<file path="config.mk">
export PLATFORM = sky130hd
export DESIGN_NAME = frame_composer
export DESIGN_NICKNAME = d
export VERILOG_FILES = /design/src/rtl/frame_composer.sv
export SDC_FILE = /design/constraint.sdc
export NUM_CORES = 1
export LEC_CHECK = 0
export ABC_AREA = 1
export ABC_CLOCK_PERIOD_IN_PS = 7250
export BUFFER_PORTS_ARGS = -buffer_cell sky130_fd_sc_hd__buf_2
export CORE_ASPECT_RATIO = 0.75
export CORE_MARGIN = 4
export CORE_UTILIZATION = 40
export CTS_CLUSTER_DIAMETER = 60
export DETAILED_ROUTE_END_ITERATION = 8
export MAX_ROUTING_LAYER = met4
export SYNTH_ARGS = -nofsm -noshare
export SYNTH_HDL_FRONTEND = slang
export SYNTH_SLANG_ARGS = --single-unit
</file>
<file path="constraint.sdc">
create_clock -name clk -period 7.25 [get_ports clk]
set_input_delay 1.0875 -clock clk [delete_from_list [all_inputs] [get_ports clk]]
set_output_delay 1.0875 -clock clk [all_outputs]
set_load 0.01 [all_outputs]
</file>
<file path="src/rtl/frame_composer.sv">
// frame_composer: flappy-bird game state (bird, pipe, score) plus frame renderer.
// Renders one row per cycle into a shadow buffer, then presents the finished
// frame to the matrix driver over the e_disp_o / d_disp_i handshake.
// Optional build macro FRAME_COMPOSER_FLASH_EN: blink the frozen frame after game over.
module frame_composer #(
  parameter int GS         = 8,
  parameter int SCROLL_DIV = 4,
  parameter int BIRD_COL   = 1
) (
  input  logic             clk,
  input  logic             reset,
  input  logic             flap_i,
  input  logic             d_disp_i,
  output logic [GS*GS-1:0] matrix_o,
  output logic             e_disp_o,
  output logic [3:0]       score_o,
  output logic             game_over_o
);

  localparam int RW = $clog2(GS);
  localparam int SW = (SCROLL_DIV > 1) ? $clog2(SCROLL_DIV) : 1;
  localparam logic [RW-1:0] ROW_MAX = RW'(GS - 1);
  localparam logic [RW-1:0] ROW_MID = RW'(GS / 2);
  localparam logic [RW-1:0] GAP_MAX = RW'(GS - 3);
  localparam logic [RW-1:0] TWO     = RW'(2);
  localparam logic [RW-1:0] ONE     = RW'(1);
  localparam logic [RW-1:0] BCOL    = RW'(BIRD_COL);
  localparam logic [SW-1:0] SC_MAX  = SW'(SCROLL_DIV - 1);

  typedef enum logic [1:0] {IDLE, RENDER, SHOW, UPDATE} state_t;

  state_t            state, state_nxt;
  logic [RW-1:0]     row_cnt;
  logic [GS*GS-1:0]  shadow, shadow_nxt;
  logic [GS-1:0]     row_bits;
  logic              pipe_hit, blank;

  logic [RW-1:0]     bird_row, pipe_col, gap_top;
  logic [SW-1:0]     scroll_cnt;
  logic [7:0]        lfsr;
  logic              flap_q, flap_pending, flap_edge;
  logic [RW-1:0]     gap_new;

  logic [RW-1:0]     n_bird, n_pipe, n_gap;
  logic [SW-1:0]     n_scroll;
  logic [3:0]        n_score;
  logic              n_over;

  assign flap_edge = flap_i & ~flap_q;
  assign gap_new   = (lfsr[RW-1:0] > GAP_MAX) ? GAP_MAX : lfsr[RW-1:0];

`ifdef FRAME_COMPOSER_FLASH_EN
  logic flash_tog;
  assign blank = game_over_o & flash_tog;

  // blink phase: restarts at 0 on the step that ends the game, then flips every step
  always_ff @(posedge clk or posedge reset) begin
    if (reset)                  flash_tog <= 1'b0;
    else if (state == UPDATE)   flash_tog <= game_over_o ? ~flash_tog : 1'b0;
  end
`else
  assign blank = 1'b0;
`endif

  // FSM state register
  always_ff @(posedge clk or posedge reset) begin
    if (reset) state <= IDLE;
    else       state <= state_nxt;
  end

  // FSM next state: one idle cycle, GS render cycles, wait for the driver, one step
  always_comb begin
    state_nxt = state;
    case (state)
      IDLE:    state_nxt = RENDER;
      RENDER:  if (row_cnt == ROW_MAX) state_nxt = SHOW;
      SHOW:    if (d_disp_i) state_nxt = UPDATE;
      UPDATE:  state_nxt = RENDER;
      default: state_nxt = IDLE;
    endcase
  end

  // one pixel per column for the row currently being rendered
  assign pipe_hit = (row_cnt < gap_top) || (row_cnt > gap_top + TWO);
  for (genvar c = 0; c < GS; c++) begin : g_col
    localparam logic [RW-1:0] CI = RW'(c);
    assign row_bits[c] = ~blank & (((CI == BCOL) && (row_cnt == bird_row)) ||
                                   ((CI == pipe_col) && pipe_hit));
  end

  // shadow buffer with the current row merged in
  always_comb begin
    shadow_nxt = shadow;
    shadow_nxt[row_cnt*GS +: GS] = row_bits;
  end

  // render into the shadow; publish the whole frame on the last row so matrix_o
  // only ever changes on the edge where e_disp_o rises
  always_ff @(posedge clk or posedge reset) begin
    if (reset) begin
      row_cnt  <= '0;
      shadow   <= '0;
      matrix_o <= '0;
      e_disp_o <= 1'b0;
    end else begin
      if (state == RENDER) begin
        shadow  <= shadow_nxt;
        row_cnt <= row_cnt + ONE;
        if (row_cnt == ROW_MAX) begin
          matrix_o <= shadow_nxt;
          e_disp_o <= 1'b1;
        end
      end
      if (state == SHOW && d_disp_i) e_disp_o <= 1'b0;
    end
  end

  // free-running LFSR and flap latch; an edge during UPDATE survives into the next step
  always_ff @(posedge clk or posedge reset) begin
    if (reset) begin
      lfsr         <= 8'hA5;
      flap_q       <= 1'b0;
      flap_pending <= 1'b0;
    end else begin
      lfsr         <= {lfsr[6:0], lfsr[7] ^ lfsr[5] ^ lfsr[4] ^ lfsr[3]};
      flap_q       <= flap_i;
      flap_pending <= (state == UPDATE) ? flap_edge : (flap_pending | flap_edge);
    end
  end

  // game step: restart/freeze when over, else bird, scroll, then collision on the moved state
  always_comb begin
    n_bird   = bird_row;
    n_pipe   = pipe_col;
    n_gap    = gap_top;
    n_scroll = scroll_cnt;
    n_score  = score_o;
    n_over   = game_over_o;
    if (game_over_o) begin
      if (flap_pending) begin
        n_score = 4'd0;
        n_bird  = ROW_MID;
        n_pipe  = ROW_MAX;
        n_over  = 1'b0;
      end
    end else begin
      if (flap_pending)              n_bird = (bird_row < TWO) ? '0 : bird_row - TWO;
      else if (bird_row == ROW_MAX)  n_over = 1'b1;
      else                           n_bird = bird_row + ONE;

      if (scroll_cnt == SC_MAX) begin
        n_scroll = '0;
        if (pipe_col == '0) begin
          n_pipe = ROW_MAX;
          n_gap  = gap_new;
        end else begin
          n_pipe = pipe_col - ONE;
          if (pipe_col == BCOL) n_score = (score_o == 4'd9) ? 4'd0 : score_o + 4'd1;
        end
      end else begin
        n_scroll = scroll_cnt + SW'(1);
      end

      if (n_pipe == BCOL && (n_bird < n_gap || n_bird > n_gap + TWO)) n_over = 1'b1;
    end
  end

  // commit the game step once per displayed frame
  always_ff @(posedge clk or posedge reset) begin
    if (reset) begin
      bird_row    <= ROW_MID;
      pipe_col    <= ROW_MAX;
      gap_top     <= TWO;
      scroll_cnt  <= '0;
      score_o     <= 4'd0;
      game_over_o <= 1'b0;
    end else if (state == UPDATE) begin
      bird_row    <= n_bird;
      pipe_col    <= n_pipe;
      gap_top     <= n_gap;
      scroll_cnt  <= n_scroll;
      score_o     <= n_score;
      game_over_o <= n_over;
    end
  end

endmodule

</file>
Word-level counts from Yosys, hierarchy flattened
Index checks and enable logic that the tools add are counted.
{"block": "word_totals", "register_bits": 160, "in_bits": 4, "output_inout_bits": 70}
{"block": "op_classes", "shifts": 2, "bitwise_logic": 7, "muxes": 35, "reduce_logical": 26, "addsub": 9, "order_cmp": 6, "n_eq_ne": 21}
{"op": "$bwmux W64", "n": 1}
{"op": "$shift A8 B34 Y64 const A", "n": 1}
{"op": "$shiftx A8 B34 Y64", "n": 1}
{"op": "$mux W3", "n": 15}
{"op": "$neg A6 Y34", "n": 1}
{"op": "$mux W4", "n": 6}
{"op": "$eq A3 B3 Y1 const A", "n": 4}
{"op": "$logic_and A1 B1 Y1", "n": 10}
{"op": "$reduce_and A2 Y1", "n": 5}
{"op": "$mux W1", "n": 9}
{"op": "$reduce_bool A2 Y1", "n": 4}
{"op": "$add A3 B1 Y3 const B", "n": 2}
{"op": "$add A3 B2 Y3 const B", "n": 2}
{"op": "$eq A2 B2 Y1 const B", "n": 3}
{"op": "$eq A2 B3 Y1 const A", "n": 2}
{"op": "$eq A3 B1 Y1 const B", "n": 2}
{"op": "$eq A3 B3 Y1 const B", "n": 2}
{"op": "$gt A3 B3 Y1", "n": 2}
{"op": "$lt A3 B3 Y1", "n": 2}
{"op": "$mux W2", "n": 3}
{"op": "$pmux W2 S3", "n": 1}
{"op": "$reduce_and A5 Y1", "n": 1}
{"op": "$add A4 B1 Y4 const B", "n": 1}
{"op": "$eq A4 B4 Y1 const B", "n": 1}
{"op": "18 further kinds", "n": 25}

Longest topological paths before layout
Gate-level depths: netlist (run 1).
{"block": "logic_depth", "ltp_word": 11, "mapped_depth": 16, "depth_no_buf": 16}

Worst setup path before layout (run 1)
OpenSTA, ideal clock, no wires.
{"block": "synth_timing", "path_kind": "flip-flop to flip-flop", "from": "register pipe_col[0]", "to": "register game_over_o", "period_less_slack_ns": 2.351, "t_arrival_ns": 2.286, "path_buffers": 0, "path_slack_ns": 4.899, "t_required_ns": 7.185, "stages_incl_launch_ff": 16, "path_cell_list": "dfstp_2 > inv_1 > ha_1 > nand2_1 > nor2_2 > o21ai_0 > xor2_1 > ha_1 > nand2_1 > o21ai_0 > nand2_1 > a21oi_1 > nand3_1 > o21ai_0 > nand2_1 > nand2_1"}
{"block": "synth_between", "elab_chain_cells": 10}
{"item": "start: declaration", "line_no": "38", "rtl": "logic [RW-1:0] bird_row, pipe_col, gap_top;"}
{"item": "start signal: assignment", "line_no": "179", "rtl": "pipe_col <= n_pipe;"}
{"item": "$logic_not A3 Y1", "line_no": "153", "rtl": "if (pipe_col == '0) begin"}
{"item": "$mux W3", "line_no": "153"}
{"item": "$mux W3", "line_no": "151", "rtl": "if (scroll_cnt == SC_MAX) begin"}
{"item": "$mux W3", "line_no": "139", "rtl": "if (game_over_o) begin"}
{"item": "$add A3 B2 Y3", "line_no": "164", "rtl": "if (n_pipe == BCOL && (n_bird < n_gap || n_bird > n_gap + TWO)) n_over = 1'b1;"}
{"item": "$gt A3 B3 Y1", "line_no": "164"}
{"item": "$logic_or A1 B1 Y1", "line_no": "164"}
{"item": "$logic_and A1 B1 Y1 (*)", "line_no": "164"}
{"item": "$mux W1 (*)", "line_no": "164"}
{"item": "$mux W1 (*)", "line_no": "139"}
{"item": "end signal: assignment", "line_no": "183", "rtl": "game_over_o <= n_over;"}
{"item": "end: declaration", "line_no": "17", "rtl": "output logic game_over_o"}
Mark *: on every way between the ends. The rest lies on a longest branch, timed or not. The select of a mux whose other input is x is not followed.
A chain may end at the register's enable or synchronous reset.

Final worst setup path (run 1)
{"block": "layout_timing", "from": "register row_cnt[0]", "to": "register matrix_o[22]"}
{"block": "layout_between", "elab_chain_cells": 6}
{"item": "start: declaration", "line_no": "33", "rtl": "logic [RW-1:0] row_cnt;"}
{"item": "start signal: assignment", "line_no": "108", "rtl": "row_cnt <= row_cnt + ONE;"}
{"item": "$lt A3 B3 Y1 or $gt A3 B3 Y1 (tied branches)", "line_no": "84", "rtl": "assign pipe_hit = (row_cnt < gap_top) || (row_cnt > gap_top + TWO);"}
{"item": "$logic_or A1 B1 Y1", "line_no": "84"}
{"item": "$logic_and A1 B1 Y1", "line_no": "88", "rtl": "((CI == pipe_col) && pipe_hit));"}
{"item": "$logic_or A1 B1 Y1", "line_no": "87", "rtl": "assign row_bits[c] = ~blank & (((CI == BCOL) && (row_cnt == bird_row)) ||"}
{"item": "$shiftx A8 B34 Y64", "line_no": "94", "rtl": "shadow_nxt[row_cnt*GS +: GS] = row_bits;"}
{"item": "$bwmux W64", "line_no": "94"}
{"item": "end signal: assignment", "line_no": "110", "rtl": "matrix_o <= shadow_nxt;"}
{"item": "end: declaration", "line_no": "14", "rtl": "output logic [GS*GS-1:0] matrix_o,"}
Several ways; a longest one is shown, not always the timed one.

==> results of run 1 <==
==> worst max-delay path, stage by stage (launching register included) <==
cell and delay [ns]:
dfrtp_1 0.68, inv_2 0.23, ha_1 0.26, ha_1 0.26, inv_2 0.32, nand3_2 0.17
inv_2 0.07, nand2_1 0.08, nor2_2 0.62, nand2_1 0.19, o211ai_1 0.16, nand2_1 0.08
==> kinds of logic (layout without fill, tap and decap cells) <==
kind of cell	after synthesis	count (layout)	synth area share
buffers and inverters	105	167	0.0555
adder cells (fa/ha/maj)	27	27	0.0437
AND/OR/NAND/NOR	465	465	0.246
XOR/XNOR	9	9	0.0102
flip-flops	160	160	0.520
multiplexers	2	2	0.00259
AO/OA/AOI/OAI	151	151	0.122
==> sequential cells by signal (all words and copies together), names as in the netlist <==
register / flops
bird_row: 3
flap_pending: 1
score_o: 4
scroll_cnt: 2
e_disp_o: 1
lfsr: 8
shadow: 64
row_cnt: 3
matrix_o: 64
gap_top: 3
state: 2
pipe_col: 3
flap_q: 1
game_over_o: 1
==> layer usage <==
layer | vias to the layer above | GRT usage | share of wire
met3 | 22 | 0.0338 | 0.051
met5 | - | - | 0
met4 | 0 | 0.0501 | 0.015
li1 | 3121 | - | -
met2 | 142 | 0.236 | 0.41
met1 | 2904 | 0.283 | 0.53
==> synth_stat cells <==
cell type,n
dfstp_2,9
or2_2,8
ha_1,27
mux2i_1,2
nand4_1,15
nand2_1,370
o21a_1,2
a31oi_1,2
xnor2_1,6
o21bai_1,4
xor2_1,3
o31ai_1,2
clkbuf_1,29
dfrtp_1,151
buf_2,10
a211oi_1,1
nor2_1,20
inv_1,43
a22oi_1,1
nand3_2,2
nand3_1,40
buf_4,6
or2_1,4
o21ai_0,33
buf_1,2
a21oi_1,12
nor3_4,1
inv_2,15
o211ai_1,60
o22ai_1,6
o21ai_1,27
o221ai_1,1
nor2_2,5
==> worst paths after layout <==
path | slack (ns) | cells past startpoint | from | end
max in group asynchronous | 5.09 | 3 | reset | shadow[54]
min | 0.35 | 0 | lfsr[6] | lfsr[7]
max | 4.00 | 11 | row_cnt[0] | matrix_o[22]
min reg2reg | 0.35 | 0 | lfsr[6] | lfsr[7]
min in group asynchronous | 0.84 | 2 | reset | matrix_o[32]
max reg2reg | 4.00 | 11 | row_cnt[0] | matrix_o[22]
==> placed cells by master (no fill, tap or decap), types with 4 or more instances in the layout <==
master     synthesis  routed
inv_2             15      15
a21oi_1           12      12
clkbuf_8           0       4
clkbuf_16          0      17
o211ai_1          60      60
or2_1              4       4
nand2_1          370     369
ha_1              27      26
o21bai_1           4       4
nand3_1           40      40
or2_2              8       8
dfstp_2            9       9
o21ai_1           27      27
xnor2_1            6       6
nor2_2             5       5
buf_2             10      73
nor2_1            20      20
buf_4              6       5
o21ai_0           33      33
inv_1             43      42
dfrtp_1          151     151
o22ai_1            6       6
nand4_1           15      15
==> stage by stage <==
step,std cells,hold WS [ns],utilization
6_report,1228,0.349,0.470
5_1_grt,1228,0.361,0.470
4_1_cts,1228,0.352,0.470
3_5_place_dp,1197,0.342,0.440
3_3_place_gp,1197,0.338,0.440
2_1_floorplan,919,0.333,-
==> final cells by class <==
cell class / count / area, µm² / share of cell area
clock buffer: 23 / 488 / 0.0554
clock inverter: 8 / 80.1 / 0.00909
inverter: 58 / 223 / 0.0253
multi-input combinational: 654 / 3290 / 0.373
sequential: 160 / 4020 / 0.456
tap: 247 / 309 / 0.0351
timing repair buffer: 78 / 403 / 0.0458
==> power by group <==
group	internal, mW	switching (mW)	leakage [nW]
registers	1.19	0.204	2.10
clock network	0.507	0.365	0.272
logic	0.513	1.04	2.24
total	2.21	1.61	4.62
==> impl_results.md, run 1 <==
* Post-layout total power at approximately 3.8 mW
* CTS tree: built
* Worst setup EP type: flip-flop
* Share of the synthesized area in the top cell type at 0.489
* HP Class: reg2reg
* Via Count at 6189
* Crit share post-route at 0.448
* Drt pass-1 iters at 5
* H-tree Lvls at 4
* Mapped Cells at around 920
* Clock root cell: clkbuf_16
* Max IR drop VDD at between 0.15 and 0.2 mV
* Worst slew pin tran at ~1.1 ns
* Placed Area at ~0.008 mm²
* RSZ-0062 raised after global routing: false
* Cell area after synthesis at 0.00773 mm²
* Vias in the first global route at 5667
* Core area at roughly 0.019 mm²
* Port Buf Inserts at 73
* Hold_buf cts at 0
* Starting density of the core at 0.413
* Area Growth Syn to Fin at 14.0%
* Grt ovf at 0
* Final Cell Area at roughly 0.009 mm²
* Net Count, Synth at 950
* Drt initial violations at 630
* Seq/Total Area, Yosys at 0.520
* Pins Over Slew Limit at 0
* Sink Count at between 150 and 200
* Minimum clock period at approximately 3.2 ns
* Total of max-cap violations at 0
* Die height at 128 µm
* Mean Syn Cell Area at 8.41 µm²
* Die area at between 0.02 and 0.025 mm²
* Cell taking the most area after synthesis: dfrtp_1
* Largest cells by area after synthesis: dfrtp_1 (49%), nand2_1 (18%), o211ai_1 (5.8%)
* Setup Skew at about 0.008 ns
* Initial antenna violation count at 0
* Largest net degree at the start of global routing at ~100
* HPWL Detailed at about 12000 µm
* Fillers at ~1800
* ANT nets after route at 0
* Pleak at 4.62 nW
* Fmax at 0.308 GHz
* First-pass GRT wire length at approximately 30000 µm
* Final setup fails at 0
* Highest net fanout along the worst path at 24
* Post-CTS setup buffer count at 0
* WP data arrival at around 3.6 ns
* Row cnt at 43
* Final setup margin at ~4 ns
* Final Hold Viols at 0
* Share of cells above drive strength 1 at 0.153
* Worst setup path class: reg2reg
* Ports at between 70 and 80
* RePlAce Congestion at approximately 0.84
* Routed WL per cell at 15.0 µm
* Yosys reg bits at 160
* CTS Buf Count at 17
* Sum of negative setup slack at 0 ns
* Status: completed
* DP Worst Slack at between 4 and 5 ns
* Clock-pin slew on the worst setup and hold paths at ~0.060 ns
* Post-CTS Resized at 0
* Routed WL at between 15000 and 20000 µm
* Number of diodes at 0
* DR vias/cell at 5.04
* Pwr/cell area at 433 mW/mm²
* Critical Path RT at roughly 7.6 ns
* CP Launch Type: flip-flop
* Syn. warnings at 0
* Clk_lat worst skew at 0.43 ns
* Max clock buf depth at 2
* Yosys cell types at 33
* Drt drc at 0
* Total Routing Usage GR at 0.181
* Relative slew slack at 0.268
* Final nets at 1000
* DIE WIDTH at roughly 170 µm
Note: power is estimated with default switching activity, not from simulation.
==> run 2, diff against run 1 <==
--- a/config.mk
+++ b/config.mk
@@ -5,8 +5,8 @@
 export SDC_FILE = /design/constraint.sdc
 export NUM_CORES = 1
 export LEC_CHECK = 0
-export ABC_AREA = 1
-export ABC_CLOCK_PERIOD_IN_PS = 7250
+export ABC_AREA = 0
+export ABC_CLOCK_PERIOD_IN_PS = 3200
 export BUFFER_PORTS_ARGS = -buffer_cell sky130_fd_sc_hd__buf_2
 export CORE_ASPECT_RATIO = 0.75
 export CORE_MARGIN = 4
==> constraint.sdc (replaced) <==
create_clock -name clk -period 3.2 [get_ports clk]
set_input_delay 0.48 -clock clk [delete_from_list [all_inputs] [get_ports clk]]
set_output_delay 0.48 -clock clk [all_outputs]
set_load 0.01 [all_outputs]
==> run 2 against run 1 <==
Critical path depth down 1. Via count down 2.6%. Cell count down 13%. Clock power up 120%. Wire length up 9.4%. Largest cell class unchanged. Highest routed layer unchanged.
==> impl_results.md, run 2 <==
* RePlAce Congestion at around 0.82
* Clk_lat worst skew at around 0.43 ns
* DIE WIDTH at about 170 µm
* Yosys reg bits at 160
* Main synth FF type: dfrtp_1
* Cell repeated most along the worst path: ha_1
* HPWL Detailed at about 14000 µm
* Drt initial violations at 497
* Most frequent cells after synthesis: dfrtp_1 (151), nand2_1 (95), o21ai_0 (53)
* Largest net degree at the start of global routing at 161
* Worst setup EP type: flip-flop
* Slowest stage delay, CP at roughly 0.58 ns
* Final setup margin at about 0.31 ns
* Largest cells by area after synthesis: dfrtp_1 (50%), o31ai_1 (5.0%), nand2_1 (4.7%)
* Vias in the first global route at approximately 6000
* Share of cells above drive strength 1 at 0.185
* Fmax at between 0.3 and 0.4 GHz
* DR vias/cell at 5.65
* Sum of negative setup slack at 0 ns
* Initial antenna violation count at 0
* Max IR drop VDD at between 0.5 and 0.6 mV
* Drt pass-1 iters at 6
* Die area at ~0.021 mm²
* CP Launch Type: flip-flop
* Post-CTS setup buffer count at 0
* Count leader, synth: dfrtp_1
* Total Routing Usage GR at 0.200
* WP data arrival at 3.20 ns
* Placed Area at 0.00818 mm²
* Via Count at 6029
* Most frequent cells in the layout: dfrtp_1 (151), nand2_1 (94), buf_2 (73)
* Final Hold Viols at 0
* Clock-pin slew on the worst setup and hold paths at approximately 0.06 ns
* Ports at 74
* Routed WL at 20100 µm
* Share of the synthesized area in the top cell type at 0.502
* H-tree Lvls at 4
* ANT nets after route at 0
* Clock root cell: clkbuf_16
* RSZ-0062 raised after global routing: false
* Final setup fails at 0
* EDFF count, synth at 0
* Crit-path slowest cell: dfstp_2
* Largest registers: matrix_o (64), shadow (64), lfsr (8)
* Async set-reset flop share out of synthesis at 1.00
* Max clock buf depth at 2
* Worst setup path class: reg2reg
* Grt ovf at 0
* Net Count, Synth at 777
* Syn. warnings at 0
* Area Growth Syn to Fin at 15.9%
* Sink Count at 160
* Pins Over Slew Limit at 0
* Highest net fanout along the worst path at 7
* Relative slew slack at 0.304
* Starting density of the core at 0.408
* Crit share post-route at 0.902
* Placed cell count at 1038
* Cell area after synthesis at 0.00752 mm²
* Cells along the critical path: inv_1, ha_1, nor2b_1, nand2_1, mux2i_1, xnor2_1, ha_1, o21ai_0, o22ai_1, a41o_1
* CTS Buf Count at 17
* Pwr/cell area at between 800 and 900 mW/mm²
* CTS tree: built
* HP Class: in2reg
* Worst slew pin tran at about 1.0 ns
* Row cnt at 43
* Setup Skew at a little over 0.009 ns
* Drt drc at 0
* Hold_buf cts at 0
* Pleak at between 4 and 5 nW
* Final nets at between 800 and 900
* Critical Path RT at roughly 3.5 ns
* Seq/Total Area, Yosys at 0.534
* Core area at about 0.018 mm²
* WP buf/inv at 1
* Commonest non-fill, non-tap cell in the layout: dfrtp_1
* Cell taking the most area after synthesis: dfrtp_1
* Mapped Cells at around 750
* Status: completed
* Post-CTS Resized at 0
* CP delay by family, top: adder cells
* Routed WL per cell at ~19 µm
* Die height at 127 µm
* Port Buf Inserts at between 70 and 80
* Post-layout total power at around 7.4 mW
* Mean Syn Cell Area at 10.1 µm²
* Yosys cell types at 57
* Number of diodes at 0
* Post-route insts no fill at 1067
* First-pass GRT wire length at ~33000 µm
* Minimum clock period at slightly below 3 ns
* DP Worst Slack at 0.353 ns
* Total of max-cap violations at 0
* Final Cell Area at slightly below 0.009 mm²
[run 2: report_power, final]
group | internal, mW | total [mW] | switching [mW]
sequential | 2.45 | 2.78 | 0.329
clock | 1.11 | 1.90 | 0.784
combinational | 0.948 | 2.72 | 1.78
[run 2: layer usage]
metal,track usage,share of wire
met5,-,0
met1,0.278,0.47
met2,0.287,0.44
met3,0.0489,0.075
met4,0.0702,0.019
[run 2: per-stage QoR]
stage	hold WS [ns]	utilization
2_1_floorplan	0.333	-
3_3_place_gp	0.336	0.443
3_5_place_dp	0.337	0.443
4_1_cts	0.171	0.473
5_1_grt	0.176	0.473
6_report	0.184	0.473
[run 2: final timing paths]
path                                  start     endpoint  slack [ns]  cells past startpoint
worst max-delay path            pipe_col[0]  game_over_o        0.31                     10
worst min-delay path                 flap_i       flap_q        0.18                      1
worst max register to register  pipe_col[0]  game_over_o        0.31                     10
worst min register to register      lfsr[6]      lfsr[7]        0.36                      0
max in group asynchronous             reset  matrix_o[1]        2.22                      3
min in group asynchronous             reset       flap_q        0.22                      3
[run 2: cells by family (layout without fill, tap and decap cells)]
kind of cell / Yosys count / count (layout) / share of synthesized area
AND/OR/NAND/NOR: 235 / 235 / 0.158
AO/OA/AOI/OAI: 230 / 230 / 0.196
flip-flops: 160 / 160 / 0.534
buffers and inverters: 73 / 147 / 0.0384
adder cells (fa/ha/maj): 27 / 27 / 0.0449
multiplexers: 12 / 12 / 0.0176
XOR/XNOR: 9 / 9 / 0.0105
[run 2: final cells by class]
type,instances,area [µm²]
Clock buffer,23,478
Sequential cell,160,4020
Tap cell,247,309
Timing Repair Buffer,95,543
Multi-Input combinational cell,513,3220
Clock inverter,6,60.1
Inverter,23,90.1
Fill cell,1717,9730
[run 2: worst register-to-register path, delay by kind of cell, from the launching register on]
kind,cells,cell delay [ns]
compound gates,3,0.55
xor+xnor,1,0.15
fa+ha+maj,2,0.63
buf+inv,1,0.09
flops,1,0.58
mux,1,0.40
simple gates,2,0.39
